[src/rtl/comp_mult_pkg.sv]
// Shared definitions for the complex MAC chain: width derivation, accumulator FSM states,
// and saturation limits.
package comp_mult_pkg;

  typedef enum logic {
    ACC  = 1'b0,
    HOLD = 1'b1
  } acc_state_e;

  // Product component width produced by a DWIDTH x DWIDTH complex multiplier.
  function automatic int swidth_f(input int dwidth);
    return 2 * (dwidth + 1);
  endfunction

  function automatic longint sat_max(input int w);
    return (longint'(1) <<< (w - 1)) - 1;
  endfunction

  function automatic longint sat_min(input int w);
    return -(longint'(1) <<< (w - 1));
  endfunction

endpackage

[src/rtl/comp_sat_add.sv]
// Signed W-bit adder with optional clamp and overflow flag.
// Clamping is compiled in only when COMP_ACC_SAT_EN is defined; otherwise the add wraps.
module comp_sat_add
  import comp_mult_pkg::*;
#(
  parameter int W = 18
) (
  input  logic signed [W-1:0] i_a,
  input  logic signed [W-1:0] i_b,
  output logic signed [W-1:0] o_sum,
  output logic                o_sat
);

`ifdef COMP_ACC_SAT_EN
  localparam longint          L_MAX = sat_max(W);
  localparam longint          L_MIN = sat_min(W);
  localparam logic [W-1:0]    C_MAX = L_MAX[W-1:0];
  localparam logic [W-1:0]    C_MIN = L_MIN[W-1:0];

  logic [W:0] w_wide;
  logic       w_ovf;

  // One guard bit: the top two bits disagree exactly when the W-bit result overflows.
  assign w_wide = {i_a[W-1], i_a} + {i_b[W-1], i_b};
  assign w_ovf  = w_wide[W] ^ w_wide[W-1];
  assign o_sum  = w_ovf ? (w_wide[W] ? C_MIN : C_MAX) : w_wide[W-1:0];
  assign o_sat  = w_ovf;
`else
  assign o_sum = i_a + i_b;
  assign o_sat = 1'b0;
`endif

endmodule

[src/rtl/comp_acc.sv]
// Complex accumulator: sums LEN {xr,yr} products and presents the sum over val-rdy.
// Optional per-component saturation when COMP_ACC_SAT_EN is defined.
module comp_acc
  import comp_mult_pkg::*;
#(
  parameter  int DWIDTH = 8,
  parameter  int LEN    = 4,
  localparam int SWIDTH = swidth_f(DWIDTH)
) (
  input  logic                  clk,
  input  logic                  sw_rst,
  input  logic                  in_val,
  output logic                  in_rdy,
  input  logic [2*SWIDTH-1:0]   in_data,
  output logic                  out_val,
  input  logic                  out_rdy,
  output logic [2*SWIDTH-1:0]   out_data,
  output logic [1:0]            out_sat
);

  localparam int CW = (LEN > 1) ? $clog2(LEN) : 1;

  acc_state_e               r_state;
  acc_state_e               w_state_nxt;
  logic [CW-1:0]            r_cnt;
  logic signed [SWIDTH-1:0] r_xs;
  logic signed [SWIDTH-1:0] r_ys;
  logic [1:0]               r_sat;
  logic                     r_in_rdy;
  logic                     r_out_val;

  logic signed [SWIDTH-1:0] w_xs_nxt;
  logic signed [SWIDTH-1:0] w_ys_nxt;
  logic                     w_xsat;
  logic                     w_ysat;
  logic                     w_accept;
  logic                     w_last;
  logic                     w_xfer;

  comp_sat_add #(.W(SWIDTH)) u_add_x (
    .i_a   (r_xs),
    .i_b   (in_data[2*SWIDTH-1:SWIDTH]),
    .o_sum (w_xs_nxt),
    .o_sat (w_xsat)
  );

  comp_sat_add #(.W(SWIDTH)) u_add_y (
    .i_a   (r_ys),
    .i_b   (in_data[SWIDTH-1:0]),
    .o_sum (w_ys_nxt),
    .o_sat (w_ysat)
  );

  always_ff @(posedge clk) begin
    if (sw_rst) begin
      r_state <= ACC;
    end else begin
      r_state <= w_state_nxt;
    end
  end

  always_comb begin
    w_state_nxt = r_state;
    case (r_state)
      ACC:     if (w_accept && w_last) w_state_nxt = HOLD;
      HOLD:    if (w_xfer)             w_state_nxt = ACC;
      default: w_state_nxt = ACC;
    endcase
  end

  always_comb begin
    w_accept = (r_state == ACC) && in_val && r_in_rdy;
    w_xfer   = (r_state == HOLD) && r_out_val && out_rdy;
    w_last   = (r_cnt == CW'(LEN - 1));
  end

  always_ff @(posedge clk) begin
    if (sw_rst) begin
      r_cnt     <= '0;
      r_xs      <= '0;
      r_ys      <= '0;
      r_sat     <= '0;
      r_in_rdy  <= 1'b1;
      r_out_val <= 1'b0;
    end else if (w_accept) begin
      r_xs  <= w_xs_nxt;
      r_ys  <= w_ys_nxt;
      r_sat <= r_sat | {w_xsat, w_ysat};
      if (w_last) begin
        r_cnt     <= '0;
        r_out_val <= 1'b1;
        r_in_rdy  <= 1'b0;
      end else begin
        r_cnt <= r_cnt + 1'b1;
      end
    end else if (w_xfer) begin
      // Clearing here means the next frame starts from zero with no extra cycle.
      r_xs      <= '0;
      r_ys      <= '0;
      r_sat     <= '0;
      r_out_val <= 1'b0;
      r_in_rdy  <= 1'b1;
    end
  end

  assign in_rdy   = r_in_rdy;
  assign out_val  = r_out_val;
  assign out_data = {r_xs, r_ys};
  assign out_sat  = r_sat;

endmodule

[config.mk]
export PLATFORM = sky130hd
export DESIGN_NAME = comp_acc
export DESIGN_NICKNAME = d
export VERILOG_FILES = /design/src/rtl/comp_mult_pkg.sv /design/src/rtl/comp_sat_add.sv /design/src/rtl/comp_acc.sv
export SDC_FILE = /design/constraint.sdc
export NUM_CORES = 1
export LEC_CHECK = 0
export CAP_MARGIN = 0
export CORE_MARGIN = 2
export CORE_UTILIZATION = 30
export DETAILED_ROUTE_END_ITERATION = 10
export SYNTH_ARGS = -nofsm -noshare
export SYNTH_HDL_FRONTEND = slang
export SYNTH_HIERARCHICAL = 1
export SYNTH_SLANG_ARGS = --single-unit
export TNS_END_PERCENT = 5
[constraint.sdc]
create_clock -name clk -period 6.2 [get_ports clk]
set_input_delay 0.62 -clock clk [delete_from_list [all_inputs] [get_ports clk]]
set_output_delay 0.62 -clock clk [all_outputs]
set_load 0.02 [all_outputs]
==> qor.yml, run 1 <==
run_status:
  run_status: "finished, final reports clean"
run:
  maxCapViolations: 0
sta:
  fin_setup_tns_ns: 0
  slew_headroom_pct: 66.61
  clock_skew_ns: 0.005817
  slew_viol_final: 0
  max_freq_mhz: 348.2
  setup_violations: 0
  hold_violations: 0
  tightest_slew_ns: 0.4956
  fin_crit_ns: 2.872
  timing.final.crit_share_pct: 46.33
  hold_ws_ns: 0.4669
  rsz0062_at_grt: "false"
floorplan:
  io_pins: 80
  die_height_um: 108.1
  chipWidth_um: 108.1
  fp-row-count: 37
  core_mm2: 0.01042
  dieArea_mm2: 0.01168
  initial_core_util_pct: 31.20
worst_setup_path:
  crit_chain: "clkdlybuf4s50_1, ha_1, inv_1, fa_1, nor2b_4, o31a_4, o31ai_4, o31a_1, or4b_1, nand3_1, a22o_2"
  cpPeakStageDelay_ns: 0.48
  r2r-start: "r_ys[0]$_SDFFE_PP0P_"
  rrSetupSlack_ns: 3.73
  reg2regPathDepth: 10
  cp_data_arrival_time_ns: 3.11
  start_kind: "input pin"
  critPathLaunch: "in_data[0]"
  critical_path.max_fanout: 4
  crit_type: "in2reg"
  cp-end-kind: "register"
  r2r-end: "r_ys[16]$_SDFFE_PP0P_"
  cp_data_required_time_ns: 6.44
  cpMaxStageDelayCell: "or4b_1"
placement:
  placed_cells: 573
  gp_congestion: 0.8318
  post-dp-hpwl_um: 6166
  postPlaceCellArea_mm2: 0.004131
  portBuffers: 79
global_routing:
  top_usage_layer: "met2"
  grt_pass1_vias: 2982
  grt_usage_pct: 14.52
  grt_use_met1_pct: 19.96
  grt_use_met2_pct: 23.45
  grt_overflow: 0
  grt_first_pass_wirelength_um: 13910
  grt_max_degree: 37
  antenna_found_initial: 0
  met3_usage_pct: 2.954
logic_synthesis:
  synth_cell_type_count: 61
  synth_sequential_area_ratio_pct: 26.49
  async_flop_share_pct: 0
  syn_nets: 447
  synth_area_mm2: 0.003249
  syn_area_per_cell_um2: 8.782
  syn_inst: 370
  yosys_most_used_dff: "dfxtp_1"
  yosys_warnings: 6
  synth_edf_count: 0
  ys_ff_latch: 43
route:
  finalWirelength_um: 8284
  routed-via-count: 3016
  vias_per_cell: 5.200
  post_drt_wl_per_cell_um: 14.28
  drt_iter0_drc: 145
  drtPass1Iterations: 4
  drc: 0
  antenna_left: 0
worst_hold_path:
  whs_endpoint: "r_cnt[1]$_SDFFE_PP0P_"
  whs_path_depth: 2
  worstHoldStart: "r_cnt[1]$_SDFFE_PP0P_"
  min_path_type: "reg2reg"
finish:
  drive_gt1_share_pct: 10.59
  fillers: 1052
  final_area_mm2: 0.004234
  diodes: 0
  stdcell_count: 580
  nets: 521
  syn_to_final_growth_pct: 30.30
pwr:
  pwr-share-clk_pct: 19.2
  power_switching_mw: 0.4236
  irDropWorstVdd_uv: 113.0
  intPower_mw: 0.7016
  power_switching_share_pct: 37.65
  finalPower_mw: 1.125
  seq_power_share_pct: 31.2
  p_per_area_mw_per_mm2: 265.7
  pwr-share-comb_pct: 49.6
  p_leak_nw: 1.769
clock_tree:
  cts_resized: 0
  clockBufferDepth: 2
  cts_inserted_buffers: 5
  ctsHoldBuffers: 0
  cts_root_buffer: "clkbuf_8"
  cts_sinks: 43
  post-cts-setup-buffer-count: 0
  worstSkewPairLatency_ns: 0.29
  cts-htree-levels: 2
  tritoncts: "done"
  clk_pin_slew_ns: 0.08
cell usage after synthesis (8+ instances only):
library cell	instances	area, um^2
dfxtp_1	43	860.8
a21oi_1	36	180.2
ha_1	35	437.9
a22o_2	29	290.3
nor2_1	29	108.9
nand2_1	25	93.84
o21ai_0	19	95.09
inv_1	16	60.06
xnor2_1	13	113.9
xor2_1	11	96.34
a21o_1	8	60.06
nand3_1	8	40.04
cell families after synthesis:
group	after synthesis	share of synthesized area, %
AO/OA/AOI/OAI	141	32.69
AND/OR/NAND/NOR	90	13.67
flip-flops	43	26.49
adder cells (fa/ha/maj)	37	14.71
buffers and inverters	30	4.813
XOR/XNOR	24	6.469
multiplexers	3	0.9242
other	2	0.2311
through the flow:
step	util, %	worst slack [ns]
global route	40.65	3.211
floorplan	-	3.638
CTS	40.65	3.339
global placement	39.66	3.088
detailed placement	39.66	3.025
finish	40.65	3.328
flip-flops by register name, indices dropped and copies added (netlist names):
name and count:
r_cnt 2, r_xs 18, out_sat 2, out_val 1, in_rdy 1, r_state 1
r_ys 18
critical path: cells and delay by family:
kind	cells	cell delay, ns
buffers and inverters	2	0.52
AOI/OAI and AO/OA	4	0.63
and+or+nand+nor	3	0.70
adders and majority gates	2	0.61
how the worst max path moves through the flow:
| stage | endpoint | cells past startpoint |
|---|---|---|
| CTS | r_ys[16]$_SDFFE_PP0P_ | 11 |
| detailed placement | r_ys[16]$_SDFFE_PP0P_ | 11 |
| floorplan | r_ys[16]$_SDFFE_PP0P_ | 10 |
| global placement | r_ys[16]$_SDFFE_PP0P_ | 11 |
| finish | r_ys[16]$_SDFFE_PP0P_ | 11 |
| global route | r_ys[11]$_SDFFE_PP0P_ | 8 |
cell type report:
class | instances | area [um^2] | share of cell area [%]
multi-input combinational | 297 | 2235 | 52.78
sequential | 43 | 860.8 | 20.33
timing repair buffer | 81 | 805.8 | 19.03
tap | 136 | 170.2 | 4.019
clock buffer | 6 | 72.57 | 1.714
inverter | 16 | 60.06 | 1.418
clock inverter | 1 | 30.03 | 0.7092
layer usage:
metal,vias up,routed length (um)
li1,1540,-
met1,1399,4002
met2,72,3730
met3,5,493
met4,0,57
met5,-,0
power groups by stage:
stage | registers (mW) | logic [mW] | clock network (mW)
2_1_floorplan | 0.398 | 0.345 | 0
3_3_place_gp | 0.357 | 0.548 | 0
3_5_place_dp | 0.359 | 0.555 | 0
4_1_cts | 0.353 | 0.558 | 0.228
5_1_grt | 0.359 | 0.618 | 0.240
6_report | 0.351 | 0.558 | 0.216
cell usage in the layout, fill, tap and decap left out, drive strengths merged, types with 6 or more instances in the layout:
cell / Yosys / layout
clkdlybuf4s50: 0 / 79
nand2: 25 / 25
ha: 35 / 35
a211oi: 8 / 8
dfxtp: 43 / 43
xnor2: 13 / 13
xor2: 11 / 11
nand3: 8 / 8
a21o: 8 / 8
a22o: 36 / 36
o21ai: 20 / 20
a21oi: 36 / 36
nor2: 29 / 29
nor3: 8 / 8
inv: 16 / 16
clkbuf: 3 / 6
Power figures use the tool's default switching activity.
==> run 2, diff against run 1 <==
Clock period 6.2 ns to 2.3 ns, I/O delays scaled along.
==> qor.yml, run 2 (synthesized netlist as in run 1, its figures left out) <==
route:
  drtPass1Iterations: 5  # +1
  vias_per_cell: 5.134  # -1.3%
  drt_iter0_drc: 120  # -17%
  routed-via-count: 3255  # +7.9%
  drc: 0  # unchanged
  finalWirelength_um: 8906  # +7.5%
  post_drt_wl_per_cell_um: 14.05  # -1.6%
  antenna_left: 0  # unchanged
sta:
  fin_crit_ns: 2.335
  setup_ws_ns: -0.03538  # -3.363 ns
  max_freq_mhz: 428.2
  slew_headroom_pct: 67.20  # +0.59 points
  clock_skew_ns: 0.009266  # +0.003449 ns
  rsz0062_at_grt: "true"
  hold_violations: 0  # unchanged
  timing.final.crit_share_pct: 101.5
  setup_violations: 1  # +1
  slew_viol_final: 0  # unchanged
  hold_ws_ns: 0.4794  # +0.01245 ns
  tightest_slew_ns: 0.4796  # -0.01600 ns
finish:
  diodes: 0  # unchanged
  nets: 574  # +10%
  reg_top3: "r_xs: 18 flops, r_ys: 18 flops"
  mostFrequentLayoutCell: "clkdlybuf4s50_1"
  final_area_mm2: 0.004648  # +9.8%
  syn_to_final_growth_pct: 43.05
  final_cell_mix: "79 x clkdlybuf4s50_1, 54 x buf_4, 42 x dfxtp_1"
  stdcell_count: 634  # +9.3%
  drive_gt1_share_pct: 22.09  # +12 points
  fillers: 1032  # -1.9%
clock_tree:
  ctsHoldBuffers: 0  # unchanged
  cts-htree-levels: 2  # unchanged
  clockBufferDepth: 2  # unchanged
  tritoncts: "done"
  post-cts-setup-buffer-count: 0  # unchanged
  clk_pin_slew_ns: 0.09  # about the same
  cts_inserted_buffers: 5  # unchanged
  worstSkewPairLatency_ns: 0.29  # about the same
  cts_sinks: 43  # unchanged
  cts_root_buffer: "clkbuf_8"
worst_hold_path:
  whs_path_depth: 2  # unchanged
  min_path_type: "reg2reg"
run_status:
  violations: "negative setup slack"
  run_status: "finished, violations left"
placement:
  portBuffers: 79  # unchanged
  post-dp-hpwl_um: 6627  # +7.5%
  postPlaceCellArea_mm2: 0.004546  # +10%
  placed_cells: 626  # +9.2%
  gp_congestion: 0.8519  # +2.4%
worst_setup_path:
  cpMaxStageDelayCell: "clkdlybuf4s50_1"
  reg2regPathDepth: 9  # -1
  cp-end-kind: "register"
  crit_type: "in2reg"
  cp_data_arrival_time_ns: 2.58  # -0.53 ns
  cp_data_required_time_ns: 2.54  # -3.90 ns
  start_kind: "input pin"
  cpPeakStageDelay_ns: 0.47  # about the same
  crit_chain: "clkdlybuf4s50_1, ha_2, inv_2, fa_2, nor2b_4, o31a_4, o31ai_4, o31a_1, or4b_1, nand3_1, a22o_2"
  critical_path.max_fanout: 3  # -1
run:
  maxCapViolations: 0  # unchanged
global_routing:
  grt_usage_pct: 15.14  # +0.62 points
  grt_max_degree: 37  # unchanged
  grt_overflow: 0  # unchanged
  grt_pass1_vias: 3105  # +4.1%
  antenna_found_initial: 0  # unchanged
  grt_first_pass_wirelength_um: 14370  # +3.3%
pwr:
  power_switching_share_pct: 38.49  # +0.84 points
  pwr-share-comb_pct: 54.8  # +5.2 points
  irDropWorstVdd_uv: 273.0  # +140%
  p_per_area_mw_per_mm2: 686.1  # +160%
  p_leak_nw: 2.025  # +15%
  power_switching_mw: 1.227  # +190%
  pwr-share-clk_pct: 15.4  # -3.8 points
  intPower_mw: 1.962  # +180%
  seq_power_share_pct: 29.7  # -1.5 points
floorplan:
  io_pins: 80  # unchanged
  core_mm2: 0.01042  # unchanged
  initial_core_util_pct: 31.20  # unchanged
  die_height_um: 108.1  # unchanged
  chipWidth_um: 108.1  # unchanged
  fp-row-count: 37  # unchanged
  dieArea_mm2: 0.01168  # unchanged
==> run 2: cell types whose count changed in the layout (fill, tap and decap cells not counted), sizes merged <==
cell    previous run  this run
bufinv             1         0
clkinv             0         3
buf                2        55
clkbuf             6         5
==> run 2: metrics by stage <==
step,utilization (%),setup slack (ns),power (mW),setup TNS (ns)
detailed placement,43.64,-0.3265,2.687,-3.887
floorplan,-,-0.01754,2.003,-0.01754
global route,44.62,-0.1347,3.428,-0.3670
global placement,43.64,-0.2808,2.659,-3.320
finish,44.62,-0.03538,3.189,-0.03538
CTS,44.44,-0.009170,3.206,-0.009170
==> run 2: worst paths after layout <==
| check | startpoint | to | slack, ns |
|---|---|---|---|
| worst max-delay path | in_data[0] | r_ys[16]$_SDFFE_PP0P_ | -0.04 |
| worst min-delay path | r_cnt[1]$_SDFFE_PP0P_ | r_cnt[1]$_SDFFE_PP0P_ | 0.48 |
| worst max register to register | r_ys[1]$_SDFFE_PP0P_ | r_ys[16]$_SDFFE_PP0P_ | 0.01 |
| worst min register to register | r_cnt[1]$_SDFFE_PP0P_ | r_cnt[1]$_SDFFE_PP0P_ | 0.48 |
==> run 2: per-layer routing <==
layer,share of wire (%),vias up,GRT usage [%],wire length (um)
li1,-,1639,-,-
met1,49,1542,20.50,4340
met2,47,72,25.11,4162
met3,4.0,2,2.291,358
met4,0.51,0,4.029,45
met5,0,-,0,0
==> run 2: layout make-up <==
type	count	area (um^2)	area share, %
clock buffer	5	68.82	1.480
clock inverter	3	15.01	0.3230
multi-input combinational	297	2256	48.53
tap	136	170.2	3.661
timing repair buffer	134	1216	26.16
sequential	43	862.1	18.55
inverter	16	60.06	1.292
==> run 2: critical path, delay by kind of cell <==
kind,cells,cell delay (ns)
fa+ha+maj,2,0.55
simple gates,3,0.67
compound gates,4,0.60
buf+inv,2,0.52
==> run 2: repair_timing <==
action | 4_1_cts | 5_1_grt
pin swaps | 0 | 1
endpoints found under the setup margin | 2 | 12
resized for setup | 1 | 6
hold endpoints to repair | 0 | 0
cloned | 0 | 0
==> run 2: power by group through the flow <==
| stage | combinational [mW] | sequential, mW | clock [mW] |
|---|---|---|---|
| after floorplan | 0.930 | 1.07 | 0 |
| after global placement | 1.70 | 0.961 | 0 |
| after detailed placement | 1.72 | 0.963 | 0 |
| after CTS | 1.73 | 0.948 | 0.524 |
| after global routing | 1.92 | 0.965 | 0.548 |
| final | 1.75 | 0.948 | 0.492 |
==> run 3, diff against run 2 <==
Settings changed: CAP_MARGIN 0 to 30, CORE_MARGIN 2 to not set.
==> qor.yml, run 3 (synthesized netlist as in run 1, its figures left out) <==
worst_setup_path:
  critPathLaunch: "r_ys[0]$_SDFFE_PP0P_"
  cp_data_arrival_time_ns: 2.50  # -0.08 ns
  r2r-start: "r_ys[0]$_SDFFE_PP0P_"
  crit_type: "reg2reg"
  crit_chain: "ha_4, inv_2, fa_2, nor2b_4, o31a_4, o31ai_4, o31a_1, or4b_1, nand3_1, a22o_2"
  cpPeakStageDelay_ns: 0.47  # about the same
  cp_data_required_time_ns: 2.55  # about the same
  cpMaxStageDelayCell: "or4b_1"
  critical_path.max_fanout: 3  # unchanged
  cp-end-kind: "register"
  start_kind: "register"
clock_tree:
  cts_sinks: 43  # unchanged
  worstSkewPairLatency_ns: 0.30  # about the same
  cts-htree-levels: 2  # unchanged
  ctsHoldBuffers: 0  # unchanged
  post-cts-setup-buffer-count: 0  # unchanged
  tritoncts: "done"
  cts_root_buffer: "clkbuf_8"
  clk_pin_slew_ns: 0.09  # about the same
  cts_inserted_buffers: 5  # unchanged
  clockBufferDepth: 2  # unchanged
floorplan:
  fp-row-count: 37  # unchanged
  io_pins: 80  # unchanged
  initial_core_util_pct: 31.20  # unchanged
  chipWidth_um: 106.1  # -1.9%
  dieArea_mm2: 0.01125  # -3.7%
  die_height_um: 106.1  # -1.9%
  core_mm2: 0.01042  # unchanged
sta:
  setup_ws_ns: 0.04612  # +0.08150 ns
  fin_setup_tns_ns: 0  # +0.03538 ns
  setup_violations: 0  # -1
  timing.final.crit_share_pct: 97.99  # -3.5 points
  max_freq_mhz: 443.7  # +3.6%
  clock_skew_ns: 0.006042  # -0.003224 ns
  rsz0062_at_grt: "true"
  hold_ws_ns: 0.3207  # -0.1587 ns
  fin_crit_ns: 2.254  # -0.08150 ns
  slew_viol_final: 0  # unchanged
  hold_violations: 0  # unchanged
placement:
  post-dp-hpwl_um: 6442  # -2.8%
  pre_cts_slack_ns: -0.3360  # -0.009465 ns
  gp_congestion: 0.8423  # -1.1%
  placed_cells: 628  # +0.32%
  portBuffers: 79  # unchanged
finish:
  diodes: 0  # unchanged
  fillers: 1055  # +2.2%
  mostFrequentLayoutCell: "clkdlybuf4s50_1"
  nets: 576  # +0.35%
  final_cell_mix: "78 x clkdlybuf4s50_1, 56 x buf_4, 41 x dfxtp_1"
  syn_to_final_growth_pct: 45.98
  stdcell_count: 636  # +0.32%
  drive_gt1_share_pct: 23.40  # +1.3 points
  final_util_pct: 45.54  # +0.91 points
  reg_top3: "r_xs: 18 flops, r_ys: 18 flops"
pwr:
  seq_power_share_pct: 28.4  # -1.3 points
  power_switching_mw: 1.241  # +1.1%
  irDropWorstVdd_uv: 272.1  # -0.33%
  power_switching_share_pct: 37.20  # -1.3 points
  p_per_area_mw_per_mm2: 703.3  # +2.5%
  pwr-share-comb_pct: 53.0  # -1.8 points
  intPower_mw: 2.095  # +6.8%
  p_leak_nw: 2.068  # +2.1%
  pwr-share-clk_pct: 18.6  # +3.2 points
global_routing:
  grt_usage_pct: 15.14  # about the same
  grt_max_degree: 37  # unchanged
  grt_first_pass_wirelength_um: 13910  # -3.2%
  antenna_found_initial: 0  # unchanged
  grt_pass1_vias: 3011  # -3.0%
  grt_overflow: 0  # unchanged
route:
  drtPass1Iterations: 4  # -1
  wl_met1_um: 4064  # -6.4%
  wl_met3_um: 479  # +34%
  drt_iter0_drc: 160  # +33%
  vias_per_cell: 5.083  # -0.99%
  routed-via-count: 3233  # -0.68%
  drc: 0  # unchanged
  highest_layer: "met4"
  finalWirelength_um: 8520  # -4.3%
  post_drt_wl_per_cell_um: 13.40  # -4.6%
  met2_length_um: 3880  # -6.8%
  antenna_left: 0  # unchanged
worst_hold_path:
  worstHoldStart: "in_data[0]"
  min_path_type: "in2reg"
run:
  maxCapViolations: 0  # unchanged
run_status:
  run_status: "finished, final reports clean"
-- run 3: critical path, delay by kind of cell, from the launching register on --
| kind | cells | cell delay [ns] |
|---|---|---|
| AO/OA/AOI/OAI | 4 | 0.61 |
| adder cells (fa/ha/maj) | 2 | 0.50 |
| buffers and inverters | 1 | 0.03 |
| flip-flops | 1 | 0.37 |
| AND/OR/NAND/NOR | 3 | 0.68 |
-- run 3: final cells by class --
type	count	area, um^2	share of cell area (%)
inverter	16	60.06	1.266
sequential	43	863.3	18.20
clock inverter	3	43.79	0.9232
tap	136	170.2	3.587
clock buffer	5	68.82	1.451
multi-input combinational	297	2303	48.56
timing repair buffer	136	1234	26.01
-- run 3: timing repair --
action	CTS	global route
endpoints found under the setup margin	2	11
pin swaps	1	2
resized for setup	0	15
-- run 3: worst paths after layout --
check / to / slack [ns] / cells past startpoint
max: r_ys[16]$_SDFFE_PP0P_ / 0.05 / 10
min: r_ys[0]$_SDFFE_PP0P_ / 0.32 / 3
max reg2reg: r_ys[16]$_SDFFE_PP0P_ / 0.05 / 10
min reg2reg: r_cnt[1]$_SDFFE_PP0P_ / 0.47 / 2
-- run 3: power groups by stage --
stage / clock [mW] / sequential (mW) / combinational (mW)
3_3_place_gp: 0 / 0.960 / 1.71
4_1_cts: 0.653 / 0.948 / 1.74
5_1_grt: 0.681 / 0.966 / 1.93
6_report: 0.620 / 0.949 / 1.77
3_5_place_dp: 0 / 0.963 / 1.73
2_1_floorplan: 0 / 1.07 / 0.930
-- run 3: per-stage QoR --
step	cell area (um^2)	total power, mW
global placement	4561	2.668
CTS	4673	3.338
global route	4743	3.578
floorplan	3253	2.003
detailed placement	4561	2.689
finish	4743	3.336
-- run 3: per-layer routing --
layer  up-vias  GRT usage, %
met2        87         24.70
met1      1481         20.43
met3         8         3.066
met5         -             0
li1       1657             -
met4         0         3.571
